==> config.mk <==
export PLATFORM = sky130hd
export DESIGN_NAME = multi_key_decoder_flat
export DESIGN_NICKNAME = d
export VERILOG_FILES = /design/src/rtl/multi_key_decoder_if.sv /design/src/rtl/multi_key_decoder.sv /design/src/flat_wrapper.sv
export SDC_FILE = /design/constraint.sdc
export NUM_CORES = 1
export LEC_CHECK = 0
export ABC_AREA = 1
export ABC_CLOCK_PERIOD_IN_PS = 1530
export CAP_MARGIN = 15
export CELL_PAD_IN_SITES_DETAIL_PLACEMENT = 1
export CELL_PAD_IN_SITES_GLOBAL_PLACEMENT = 1
export CORE_MARGIN = 2
export CORE_UTILIZATION = 34
export CTS_BUF_LIST = sky130_fd_sc_hd__clkbuf_4
export CTS_CLUSTER_DIAMETER = 200
export DETAILED_ROUTE_END_ITERATION = 7
export HOLD_SLACK_MARGIN = 0.05
export PLACE_DENSITY_LB_ADDON = 0.1
export SETUP_SLACK_MARGIN = 0.3
export SYNTH_ARGS = -nofsm -noshare
export SYNTH_HDL_FRONTEND = slang
export SYNTH_SLANG_ARGS = --single-unit
==> constraint.sdc <==
create_clock -name clk -period 1.53 [get_ports clk]
set_input_delay 0.306 -clock clk [delete_from_list [all_inputs] [get_ports clk]]
set_output_delay 0.306 -clock clk [all_outputs]
set_load 0.05 [all_outputs]
==> src/rtl/multi_key_decoder_if.sv <==
// Keyboard scan-code stream as seen by key decoders: code plus make/break strobes.
interface multi_key_decoder_if;
  logic [8:0] keyCode;
  logic       make;
  logic       brakee;

  modport master (output keyCode, make, brakee);
  modport slave  (input  keyCode, make, brakee);
endinterface

==> src/rtl/multi_key_decoder.sv <==
// Decodes NUM_KEYS configurable PS/2 keys into level, edge, toggle and
// typematic auto-repeat outputs, each key running its own repeat FSM.
module multi_key_decoder #(
  parameter int unsigned           NUM_KEYS      = 4,
  parameter logic [NUM_KEYS*9-1:0] KEY_CODES     = {9'h174, 9'h16B, 9'h172, 9'h175},
  parameter bit                    REPEAT_EN     = 1'b1,
  parameter int unsigned           REPEAT_DELAY  = 25_000_000,
  parameter int unsigned           REPEAT_PERIOD = 5_000_000
) (
  input  logic                clk,
  input  logic                resetN,
  multi_key_decoder_if.slave  kbd,
  output logic [NUM_KEYS-1:0] keyIsPressed,
  output logic [NUM_KEYS-1:0] keyRisingEdgePulse,
  output logic [NUM_KEYS-1:0] keyFallingEdgePulse,
  output logic [NUM_KEYS-1:0] keyLatch,
  output logic [NUM_KEYS-1:0] keyRepeatPulse,
  output logic                anyKeyPressed
);

  localparam int unsigned CNT_MAX = (REPEAT_DELAY > REPEAT_PERIOD) ? REPEAT_DELAY : REPEAT_PERIOD;
  localparam int unsigned CNT_W   = (CNT_MAX > 1) ? $clog2(CNT_MAX) : 1;
  localparam logic [CNT_W-1:0] DLY_TC = CNT_W'(REPEAT_DELAY - 1);
  localparam logic [CNT_W-1:0] PER_TC = CNT_W'(REPEAT_PERIOD - 1);
  localparam logic [CNT_W-1:0] CNT_ONE = CNT_W'(1);

  typedef enum logic [1:0] {
    ST_IDLE,
    ST_DELAY,
    ST_REPEAT
  } state_t;

  state_t              r_state    [NUM_KEYS];
  state_t              w_state_nx [NUM_KEYS];
  logic [CNT_W-1:0]    r_cnt      [NUM_KEYS];
  logic [CNT_W-1:0]    w_cnt_nx   [NUM_KEYS];

  logic [NUM_KEYS-1:0] r_pressed;
  logic [NUM_KEYS-1:0] r_pressed_d;
  logic [NUM_KEYS-1:0] r_latch;
  logic [NUM_KEYS-1:0] r_rpt;
  logic [NUM_KEYS-1:0] w_rpt_nx;
  logic [NUM_KEYS-1:0] w_match;
  logic [NUM_KEYS-1:0] w_press;
  logic [NUM_KEYS-1:0] w_rel;
  logic [NUM_KEYS-1:0] w_pressed_nx;
  logic [NUM_KEYS-1:0] w_rise;

  // Duplicate codes simply make several indices match the same stream.
  always_comb begin
    for (int unsigned i = 0; i < NUM_KEYS; i++) begin
      w_match[i] = (kbd.keyCode == KEY_CODES[9*i +: 9]);
    end
  end

  assign w_press      = w_match & {NUM_KEYS{kbd.make}} & ~{NUM_KEYS{kbd.brakee}};
  assign w_rel        = w_match & {NUM_KEYS{kbd.brakee}};
  assign w_pressed_nx = (r_pressed | w_press) & ~w_rel;
  assign w_rise       = r_pressed & ~r_pressed_d;

  always_ff @(posedge clk or negedge resetN) begin
    if (!resetN) begin
      r_pressed   <= '0;
      r_pressed_d <= '0;
      r_latch     <= '0;
      r_rpt       <= '0;
      for (int unsigned i = 0; i < NUM_KEYS; i++) begin
        r_state[i] <= ST_IDLE;
        r_cnt[i]   <= '0;
      end
    end else begin
      r_pressed   <= w_pressed_nx;
      r_pressed_d <= r_pressed;
      r_latch     <= r_latch ^ w_rise;
      r_rpt       <= w_rpt_nx;
      for (int unsigned i = 0; i < NUM_KEYS; i++) begin
        r_state[i] <= w_state_nx[i];
        r_cnt[i]   <= w_cnt_nx[i];
      end
    end
  end

  // A release sampled on a terminal-count edge takes priority, so no strobe.
  always_comb begin
    for (int unsigned i = 0; i < NUM_KEYS; i++) begin
      w_state_nx[i] = r_state[i];
      w_cnt_nx[i]   = r_cnt[i];
      w_rpt_nx[i]   = 1'b0;
      if (!REPEAT_EN || w_rel[i]) begin
        w_state_nx[i] = ST_IDLE;
        w_cnt_nx[i]   = '0;
      end else begin
        case (r_state[i])
          ST_IDLE: begin
            w_cnt_nx[i] = '0;
            if (w_press[i] && !r_pressed[i]) begin
              w_state_nx[i] = ST_DELAY;
            end
          end
          ST_DELAY: begin
            if (r_cnt[i] == DLY_TC) begin
              w_state_nx[i] = ST_REPEAT;
              w_cnt_nx[i]   = '0;
              w_rpt_nx[i]   = 1'b1;
            end else begin
              w_cnt_nx[i] = r_cnt[i] + CNT_ONE;
            end
          end
          ST_REPEAT: begin
            if (r_cnt[i] == PER_TC) begin
              w_cnt_nx[i] = '0;
              w_rpt_nx[i] = 1'b1;
            end else begin
              w_cnt_nx[i] = r_cnt[i] + CNT_ONE;
            end
          end
          default: begin
            w_state_nx[i] = ST_IDLE;
            w_cnt_nx[i]   = '0;
          end
        endcase
      end
    end
  end

  assign keyIsPressed        = r_pressed;
  assign keyRisingEdgePulse  = w_rise;
  assign keyFallingEdgePulse = ~r_pressed & r_pressed_d;
  assign keyLatch            = r_latch;
  assign keyRepeatPulse      = r_rpt;
  assign anyKeyPressed       = |r_pressed;

endmodule
==> src/flat_wrapper.sv <==
// flat-port wrapper written by rule: the top's interface ports become plain ports
module multi_key_decoder_flat 
#(
  parameter int unsigned           NUM_KEYS      = 4,
  parameter logic [NUM_KEYS*9-1:0] KEY_CODES     = {9'h174, 9'h16B, 9'h172, 9'h175},
  parameter bit                    REPEAT_EN     = 1'b1,
  parameter int unsigned           REPEAT_DELAY  = 25_000_000,
  parameter int unsigned           REPEAT_PERIOD = 5_000_000
)
  (clk, resetN, keyIsPressed, keyRisingEdgePulse, keyFallingEdgePulse, keyLatch, keyRepeatPulse, anyKeyPressed, kbd_keyCode, kbd_make, kbd_brakee);
  multi_key_decoder_if kbd_i ();
  input  logic clk;
  input  logic resetN;
  output logic [NUM_KEYS-1:0] keyIsPressed;
  output logic [NUM_KEYS-1:0] keyRisingEdgePulse;
  output logic [NUM_KEYS-1:0] keyFallingEdgePulse;
  output logic [NUM_KEYS-1:0] keyLatch;
  output logic [NUM_KEYS-1:0] keyRepeatPulse;
  output logic anyKeyPressed;
  input wire logic [$bits(kbd_i.keyCode)-1:0] kbd_keyCode;
  input wire logic [$bits(kbd_i.make)-1:0] kbd_make;
  input wire logic [$bits(kbd_i.brakee)-1:0] kbd_brakee;
  assign kbd_i.keyCode = kbd_keyCode;
  assign kbd_i.make = kbd_make;
  assign kbd_i.brakee = kbd_brakee;
  multi_key_decoder #(.NUM_KEYS(NUM_KEYS), .KEY_CODES(KEY_CODES), .REPEAT_EN(REPEAT_EN), .REPEAT_DELAY(REPEAT_DELAY), .REPEAT_PERIOD(REPEAT_PERIOD)) u_core (.clk(clk), .resetN(resetN), .kbd(kbd_i), .keyIsPressed(keyIsPressed), .keyRisingEdgePulse(keyRisingEdgePulse), .keyFallingEdgePulse(keyFallingEdgePulse), .keyLatch(keyLatch), .keyRepeatPulse(keyRepeatPulse), .anyKeyPressed(anyKeyPressed));
endmodule
==> results.json, run 1 <==
{
  "outcome": "finished with violations",
  "failed_checks": "negative setup slack",
  "cts_tree": "yes",
  "yosys.area.top_type_share_pct": 40.7,
  "syn_inst": 1062,
  "final_max_slew_viol_count": 0,
  "tightest_slew_ns": 0.504,
  "critPathRequiredTime_ns": 1.22,
  "crit_family": "flip-flops",
  "grt_max_degree": 44,
  "critical_path_buf_inv_count": 2,
  "fmax_ghz": 0.545,
  "critPathKind": "flip-flop to output pin",
  "syn-cell-area_um2": 7610,
  "antenna_found_initial": 1,
  "worstRegToRegCells": 12,
  "synth_seq_area_share_pct": 40.7,
  "via_count": 7891,
  "clkSinkCount": 124,
  "synthFlopType": "dfrtp_1",
  "startpoint": "u_core.keyIsPressed[2]",
  "viasPerCell": 4.79,
  "r2r-start": "u_core.r_cnt[50]",
  "rr_endpoint": "u_core.r_cnt[60]",
  "initial_core_util_pct": 34.8,
  "ys_types": 32,
  "htreeDepth": 4,
  "synth-edff-count": 0,
  "synthArstFlopShare_pct": 100,
  "die_w_um": 154,
  "die_h_um": 154,
  "grt_pass1_wl_um": 42300,
  "grt_overflow_total": 0,
  "ioPinCount": 34,
  "synth_seq_cells": 124,
  "hpwl_um": 17100,
  "hp-class": "input port to async pin",
  "hold_viol_final": 0,
  "place.gp.congestion": 0.823,
  "postRouteAntennaNets": 0,
  "clkSlewWorstSetupHoldPaths_ns": 0.13,
  "drt-pass1-iter-count": 4,
  "tns_ns": -18.86,
  "post-route-period-util_pct": 120,
  "maxCapViolCount": 0,
  "synthTopCellsByCount": "nor2_1, nand2_1, inv_1, dfrtp_1, nand3_1",
  "drive_gt1_share_pct": 41.6,
  "cellLeakagePower_uw": 0.00531,
  "drc": 0,
  "insertion_delay_ns": 0.57,
  "finalNonFillerCells": 1648,
  "ctsLongestPathBuffers": 2,
  "p_per_area_nw_per_um2": 1030,
  "fin_skew_ns": 0.0308,
  "dieArea_um2": 23600,
  "rsz0062_at_grt": "yes",
  "setup_slack_ns": -0.305,
  "gr-usage-all-layers_pct": 22.4,
  "portBuffers": 33,
  "rows": 54,
  "peakVddDrop_v": 0.000521,
  "critPathSlowestCell": "dfrtp_2",
  "grt_pass1_vias": 8580,
  "synthTopCellsByArea": "dfrtp_1, nor2_1, nand2_1, inv_1, xor2_1",
  "end_kind": "output pin",
  "arrival_ns": 1.53,
  "setup-violations-final": 116,
  "dp.cells": 1527,
  "crit_path_start_kind": "flip-flop",
  "period_needed_ns": 1.84,
  "num-nets-final": 1387,
  "syn_area_per_cell_um2": 7.17,
  "routed_wl_um": 26300,
  "wire_per_inst_um": 16.0,
  "cts-buffers-inserted": 17,
  "worstPathMaxFanout": 2,
  "syn-num-nets": 1095,
  "yosysWarnings": 0,
  "worstPathCellList": "inv_4 -> nand4_1 -> buf_12",
  "area_delta_synth_final_pct": 61.1,
  "core_area_um2": 21900,
  "regToRegSetupSlack_ns": -0.28,
  "clockRootBuffer": "clkbuf_4",
  "yosys.area.top_type": "dfrtp_1",
  "critPathMaxStageDelay_ns": 0.45,
  "first_iter_violations": 303,
  "synth.most_common_cell": "nor2_1",
  "relSlewSlack_pct": 66.1
}
cell families after synthesis:
| logic type | count (synthesis) | synth area share, % |
|---|---|---|
| xor gates and xnor gates | 63 | 7.25 |
| buffers and inverters | 154 | 8.30 |
| DFF | 124 | 40.7 |
| AOI/OAI and AO/OA | 36 | 2.83 |
| and+or+nand+nor | 665 | 37.6 |
| adders and majority gates | 20 | 3.29 |
per-stage QoR:
step	total power (uW)	util (%)	hold WS [ns]	worst slack, ns	instance area, um2
3_5_place_dp	7280	45.5	0.218	-0.429	9950
2_1_floorplan	5880	-	0.0104	-0.0136	7870
4_1_cts	11900	52.6	0.149	-0.342	11500
5_1_grt	13300	56.0	0.143	-0.395	12300
6_report	12600	56.0	0.169	-0.305	12300
3_3_place_gp	7190	45.5	0.217	-0.381	9950
cell type report:
type	count	area (um2)
fill	2593	9630
multi-input combinational	789	5190
sequential	124	3110
timing repair buffer	280	2780
inverter	142	554
tap	280	350
clock buffer	19	143
clock inverter	13	126
antenna	1	2.50
power breakdown:
group	total (uW)	internal [uW]	switching (uW)	leakage, uW
sequential	3700	3490	215	0.00169
combinational	6540	2880	3650	0.00349
clock	2390	982	1410	0.000139
sequential cells by signal (all words and copies together), names as in the netlist:
register,cells
u_core.keyIsPressed,4
u_core.keyLatch,4
u_core.keyRepeatPulse,4
u_core.r_cnt,100
u_core.r_pressed_d,4
u_core.r_state,8
worst reg2reg max path: stages, from the launching register on:
cell,delay [ns]
dfrtp_1,0.42
ha_4,0.17
nand3_4,0.09
inv_2,0.08
nand2_2,0.08
inv_2,0.06
nand4_1,0.15
nand2_1,0.16
nand2_2,0.09
nand2_4,0.09
buf_12,0.13
buf_12,0.14
nor2_1,0.04
how the worst max path moves through the flow:
| stage | cells past startpoint | slack [ns] | endpoint |
|---|---|---|---|
| global route | 3 | -0.39 | anyKeyPressed |
| CTS | 3 | -0.34 | anyKeyPressed |
| floorplan | 11 | -0.01 | u_core.r_cnt[37] |
| detailed placement | 8 | -0.43 | u_core.r_state[5] |
| finish | 3 | -0.31 | anyKeyPressed |
| global placement | 8 | -0.38 | u_core.r_state[5] |
cells in the final DEF (no fill, tap or decap), types with 12 or more instances in the layout:
master / synthesis / final
buf_12: 0 / 32
buf_4: 2 / 192
buf_6: 4 / 39
clkbuf_4: 0 / 19
dfrtp_1: 124 / 115
ha_1: 20 / 16
inv_1: 140 / 126
nand2_1: 245 / 205
nand2_2: 9 / 38
nand3_1: 69 / 51
nand3_4: 0 / 12
nand4_1: 45 / 45
nor2_1: 248 / 132
nor2_2: 9 / 70
nor2_4: 1 / 56
nor3_1: 24 / 12
o21ai_0: 22 / 13
xnor2_1: 14 / 14
xor2_1: 49 / 40
metal layers:
metal  wire length (um)  vias up  GRT usage (%)
met5                  0        -              0
met4                422        0           6.42
met3                516       35           3.55
met2              13700       76           40.5
met1              11700     3858           27.4
li1                   -     3922              -
what timing repair did:
action | CTS | global route
hold endpoints to repair | 124 | 0
setup buffers | 53 | 24
endpoints found under the setup margin | 133 | 135
resized for setup | 181 | 147
hold buffers | 1 | 0
gates cloned | 9 | 1
pin swaps | 62 | 44
(Power assumes the default switching activity.)
==> run 2, diff against run 1 <==
- ABC_CLOCK_PERIOD_IN_PS: 1530 -> 2400
- clock period: 1.53 -> 2.4 ns (I/O delays scaled with it)
==> results.json, run 2 (same netlist as run 1, synthesis figures left out) <==
{
  "routed_wl_um": 20100,
  "largest_register_ffs": 100,
  "arrival_ns": 1.58,
  "crit_path_start_kind": "flip-flop",
  "drt-pass1-iter-count": 5,
  "setup-violations-final": 0,
  "core_area_um2": 21900,
  "area_delta_synth_final_pct": 13.3,
  "startpoint": "u_core.keyIsPressed[3]",
  "hp-class": "input port to async pin",
  "critPathRequiredTime_ns": 1.92,
  "relSlewSlack_pct": 56.8,
  "hpwl_um": 15400,
  "maxCapViolCount": 0,
  "clkSlewWorstSetupHoldPaths_ns": 0.12,
  "regToRegSetupSlack_ns": 0.51,
  "post-route-period-util_pct": 85.9,
  "cellLeakagePower_uw": 0.00382,
  "critPathKind": "flip-flop to output pin",
  "die_h_um": 154,
  "grt_overflow_total": 0,
  "rows": 54,
  "grt_max_degree": 53,
  "viasPerCell": 4.76,
  "place.gp.congestion": 0.802,
  "final_common_cell": "nor2_1",
  "antenna_found_initial": 1,
  "p_per_area_nw_per_um2": 636,
  "tightest_slew_ns": 0.643,
  "initial_core_util_pct": 34.8,
  "clockRootBuffer": "clkbuf_4",
  "grt_pass1_wl_um": 34800,
  "gr-usage-all-layers_pct": 18.1,
  "peakVddDrop_v": 0.000309,
  "grt_pass1_vias": 6985,
  "end_kind": "output pin",
  "ioPinCount": 34,
  "top_register": "u_core.r_cnt",
  "outcome": "completed",
  "design_area_um2": 8630,
  "wire_per_inst_um": 14.2,
  "rsz0062_at_grt": "yes",
  "r2r-start": "u_core.r_cnt[25]",
  "postRouteAntennaNets": 0,
  "period_needed_ns": 2.06,
  "fin_skew_ns": 0.0170,
  "worstRegToRegCells": 10,
  "reg_top3": "u_core.r_cnt: 100 flops, u_core.r_state: 8 flops",
  "portBuffers": 33,
  "worstPathMaxFanout": 4,
  "hold_viol_final": 0,
  "clkSinkCount": 124,
  "drive_gt1_share_pct": 8.13,
  "placed_area_um2": 8320,
  "dieArea_um2": 23600,
  "ctsLongestPathBuffers": 2,
  "drc": 0,
  "num-nets-final": 1152,
  "fmax_ghz": 0.485,
  "cts_tree": "yes",
  "first_iter_violations": 281,
  "layout_common_cells": "nor2_1, nand2_1, inv_1",
  "via_count": 6719,
  "final_max_slew_viol_count": 0,
  "p_total_uw": 5490,
  "fillers": 2817,
  "tns_ns": 0,
  "htreeDepth": 4,
  "insertion_delay_ns": 0.54,
  "die_w_um": 154,
  "cts-buffers-inserted": 17,
  "rr_endpoint": "u_core.r_cnt[47]"
}
[run 2: cell types whose count changed in the layout (fill, tap and decap cells not counted), moves of 36 or more]
| cell | change |
|---|---|
| buf_4 | -176 |
| buf_6 | -36 |
| nand2_1 | +40 |
| nor2_1 | +116 |
| nor2_2 | -61 |
| nor2_4 | -55 |
[run 2: area by class of cell]
cell class                      instances  area (um2)  share of cell area (%)
Tap cell                              280         350                    4.06
Multi-Input combinational cell        784        3890                    45.1
Antenna cell                            2        5.00                  0.0580
Clock inverter                         11         103                    1.19
Sequential cell                       124        3110                    36.0
Clock buffer                           20         150                    1.74
Timing Repair Buffer                   50         478                    5.54
Inverter                              142         543                    6.29
[run 2: per-stage QoR]
step / utilization [%] / setup WS, ns / cells / hold WS, ns
floorplan: - / 0.409 / 1062 / 0.184
global placement: 38.0 / 0.129 / 1376 / 0.429
detailed placement: 38.0 / 0.0958 / 1376 / 0.435
CTS: 39.2 / 0.218 / 1408 / 0.416
global route: 39.4 / 0.216 / 1413 / 0.447
finish: 39.4 / 0.338 / 1413 / 0.432
[run 2: worst max-delay path, stage by stage, from the launching register on]
cell and delay, ns:
dfrtp_2 0.46, buf_6 0.14, inv_6 0.05, nand4_1 0.18, buf_6 0.21
[run 2: how the worst max path moves through the flow]
stage                             end  slack [ns]  depth (start not counted)
2_1_floorplan   keyRisingEdgePulse[0]        0.41                          2
3_3_place_gp         u_core.r_cnt[37]        0.13                          8
3_5_place_dp         u_core.r_cnt[47]         0.1                          8
5_1_grt                 anyKeyPressed        0.22                          4
4_1_cts        keyFallingEdgePulse[3]        0.22                          2
6_report                anyKeyPressed        0.34                          4
[run 2: metal layers]
layer	track usage (%)	wire (um)	part of all wire [%]
met1	24.3	9920	49
met2	30.2	9470	47
met3	2.87	388	1.9
met4	5.37	315	1.6
met5	0	0	0
[run 2: power breakdown]
part / internal, uW / total [uW] / leakage [uW] / switching [uW]
registers: 2220 / 2330 / 0.00170 / 111
logic: 533 / 1720 / 0.00198 / 1180
clock network: 625 / 1440 / 0.000142 / 814
[run 2: what timing repair did]
item                                    CTS  global route
resized for setup                        31             6
pin swaps                                 1             1
buffers inserted                          0             3
endpoints found under the setup margin   20            40
hold buffers                              1             0
hold endpoints to repair                 48             0
==> run 3, diff against run 2 <==
- ABC_AREA: 1 -> default
==> results.json, run 3 <==
{
  "critPathRequiredTime_ns": 1.92,
  "syn-num-nets": 686,
  "outcome": "completed",
  "hp-class": "input port to async pin",
  "via_count": 4959,
  "hold_viol_final": 0,
  "synth-edff-count": 0,
  "top_layer_used": "met4",
  "syn_inst": 653,
  "grt_max_degree": 43,
  "final_common_cell": "nor2_1",
  "critPathKind": "flip-flop to output pin",
  "period_needed_ns": 2.22,
  "final_max_slew_viol_count": 0,
  "fmax_ghz": 0.451,
  "fin_skew_ns": 0.0215,
  "rr_endpoint": "u_core.r_cnt[34]",
  "die_w_um": 142,
  "num-nets-final": 761,
  "layout_common_cells": "nor2_1, dfrtp_1, xor2_1",
  "largest_register_ffs": 100,
  "synth_seq_area_share_pct": 48.2,
  "clkSlewWorstSetupHoldPaths_ns": 0.12,
  "placed_area_um2": 7190,
  "route.met2.wl_um": 7710,
  "cellLeakagePower_uw": 0.00331,
  "tightest_slew_ns": 0.640,
  "place_ws_ns": -0.0654,
  "syn-cell-area_um2": 6430,
  "post-route-period-util_pct": 92.4,
  "synthFlopType": "dfrtp_1",
  "tns_ns": 0,
  "insertion_delay_ns": 0.54,
  "p_total_uw": 5200,
  "top_register": "u_core.r_cnt",
  "dr_wl_met3_um": 434,
  "grt_overflow_total": 0,
  "maxCapViolCount": 0,
  "drive_gt1_share_pct": 14.2,
  "startpoint": "u_core.keyIsPressed[3]",
  "regToRegSetupSlack_ns": 0.43,
  "synthTopCellsByCount": "nor2_1, dfrtp_1, xor2_1, nand2_1, nand3_1",
  "synthArstFlopShare_pct": 100,
  "gr-usage-all-layers_pct": 16.9,
  "grt_pass1_vias": 5378,
  "ys_types": 52,
  "worstRegToRegCells": 6,
  "yosys.area.top_type_share_pct": 48.2,
  "routed_wl_um": 15800,
  "yosys.area.top_type": "dfrtp_1",
  "antenna_found_initial": 1,
  "design_area_um2": 7680,
  "hpwl_um": 11100,
  "clockRootBuffer": "clkbuf_4",
  "portBuffers": 33,
  "peakVddDrop_v": 0.000317,
  "initial_core_util_pct": 34.5,
  "r2r-start": "u_core.r_cnt[45]",
  "fin_util_pct": 41.2,
  "ioPinCount": 34,
  "crit_path_start_kind": "flip-flop",
  "p_per_area_nw_per_um2": 677,
  "ctsLongestPathBuffers": 2,
  "worstPathMaxFanout": 2,
  "cts-buffers-inserted": 17,
  "setup_slack_ns": 0.182,
  "synth.most_common_cell": "nor2_1",
  "syn_area_per_cell_um2": 9.85,
  "rsz0062_at_grt": "yes",
  "postRouteAntennaNets": 0,
  "arrival_ns": 1.74,
  "cts_tree": "yes",
  "die_h_um": 142,
  "yosysWarnings": 0,
  "reg_top3": "u_core.r_cnt: 100 flops, u_core.r_state: 8 flops",
  "grt_pass1_wl_um": 27100,
  "wire_per_inst_um": 16.2,
  "wirelength_met1_um": 7550,
  "htreeDepth": 4,
  "place.gp.congestion": 0.757,
  "clkSinkCount": 124,
  "drt-pass1-iter-count": 4,
  "synthTopCellsByArea": "dfrtp_1, xor2_1, nor2_1, xnor2_1, ha_1",
  "rows": 50,
  "first_iter_violations": 175,
  "end_kind": "output pin",
  "viasPerCell": 5.09,
  "core_area_um2": 18600,
  "relSlewSlack_pct": 57.1,
  "area_delta_synth_final_pct": 19.5,
  "dieArea_um2": 20000,
  "drc": 0,
  "setup-violations-final": 0,
  "synth_seq_cells": 124
}
[run 3: worst max-delay path by stage]
stage | to | cells past startpoint
6_report | anyKeyPressed | 3
5_1_grt | anyKeyPressed | 3
4_1_cts | anyKeyPressed | 2
3_5_place_dp | u_core.r_state[0] | 7
3_3_place_gp | u_core.r_state[1] | 7
2_1_floorplan | keyRisingEdgePulse[0] | 1
[run 3: area by class of cell]
type                    instances  area, um2
fillers                      2154      11000
multi-input cells             498       3270
flip-flops and latches        124       3110
repair buffers                 67        651
well taps                     234        293
clock inverters                13        151
clock buffers                  18        135
inverters                      20       75.1
diodes                          1       2.50
[run 3: metal layers]
layer / vias up / track usage (%)
met3: 8 / 4.18
met2: 37 / 28.1
met4: 0 / 4.11
met1: 2489 / 22.2
li1: 2425 / -
met5: - / 0
[run 3: through the flow]
| step | hold slack [ns] | instances |
|---|---|---|
| 2_1_floorplan | 0.184 | 653 |
| 3_3_place_gp | 0.455 | 930 |
| 3_5_place_dp | 0.468 | 930 |
| 4_1_cts | 0.423 | 966 |
| 5_1_grt | 0.417 | 975 |
| 6_report | 0.453 | 975 |
[run 3: worst max-delay path: stages, from the launching register on]
cell and delay [ns]:
dfrtp_1 0.40, buf_6 0.12, or4_4 0.53, buf_8 0.17
[run 3: cell families (layout without fill, tap and decap cells)]
family / Yosys count / count (layout) / synth area share, %
and+or+nand+nor: 345 / 345 / 28.4
xor gates and xnor gates: 96 / 96 / 13.1
adders and majority gates: 20 / 20 / 3.89
other: 0 / 1 / 0
buffers and inverters: 31 / 118 / 2.33
AOI/OAI and AO/OA: 37 / 37 / 4.03
DFF: 124 / 124 / 48.2
[run 3: where the power goes]
part           internal, uW  total [uW]  switching [uW]
clock network           715        1530             816
registers              2210        2310             103
logic                   526        1360             837
[run 3: what timing repair did]
item	CTS	global route
buffers inserted	4	7
hold buffers	1	0
endpoints found under the hold margin	33	0
pin swaps	3	8
resized for setup	39	29
gates cloned	0	1
setup endpoints to repair	53	109
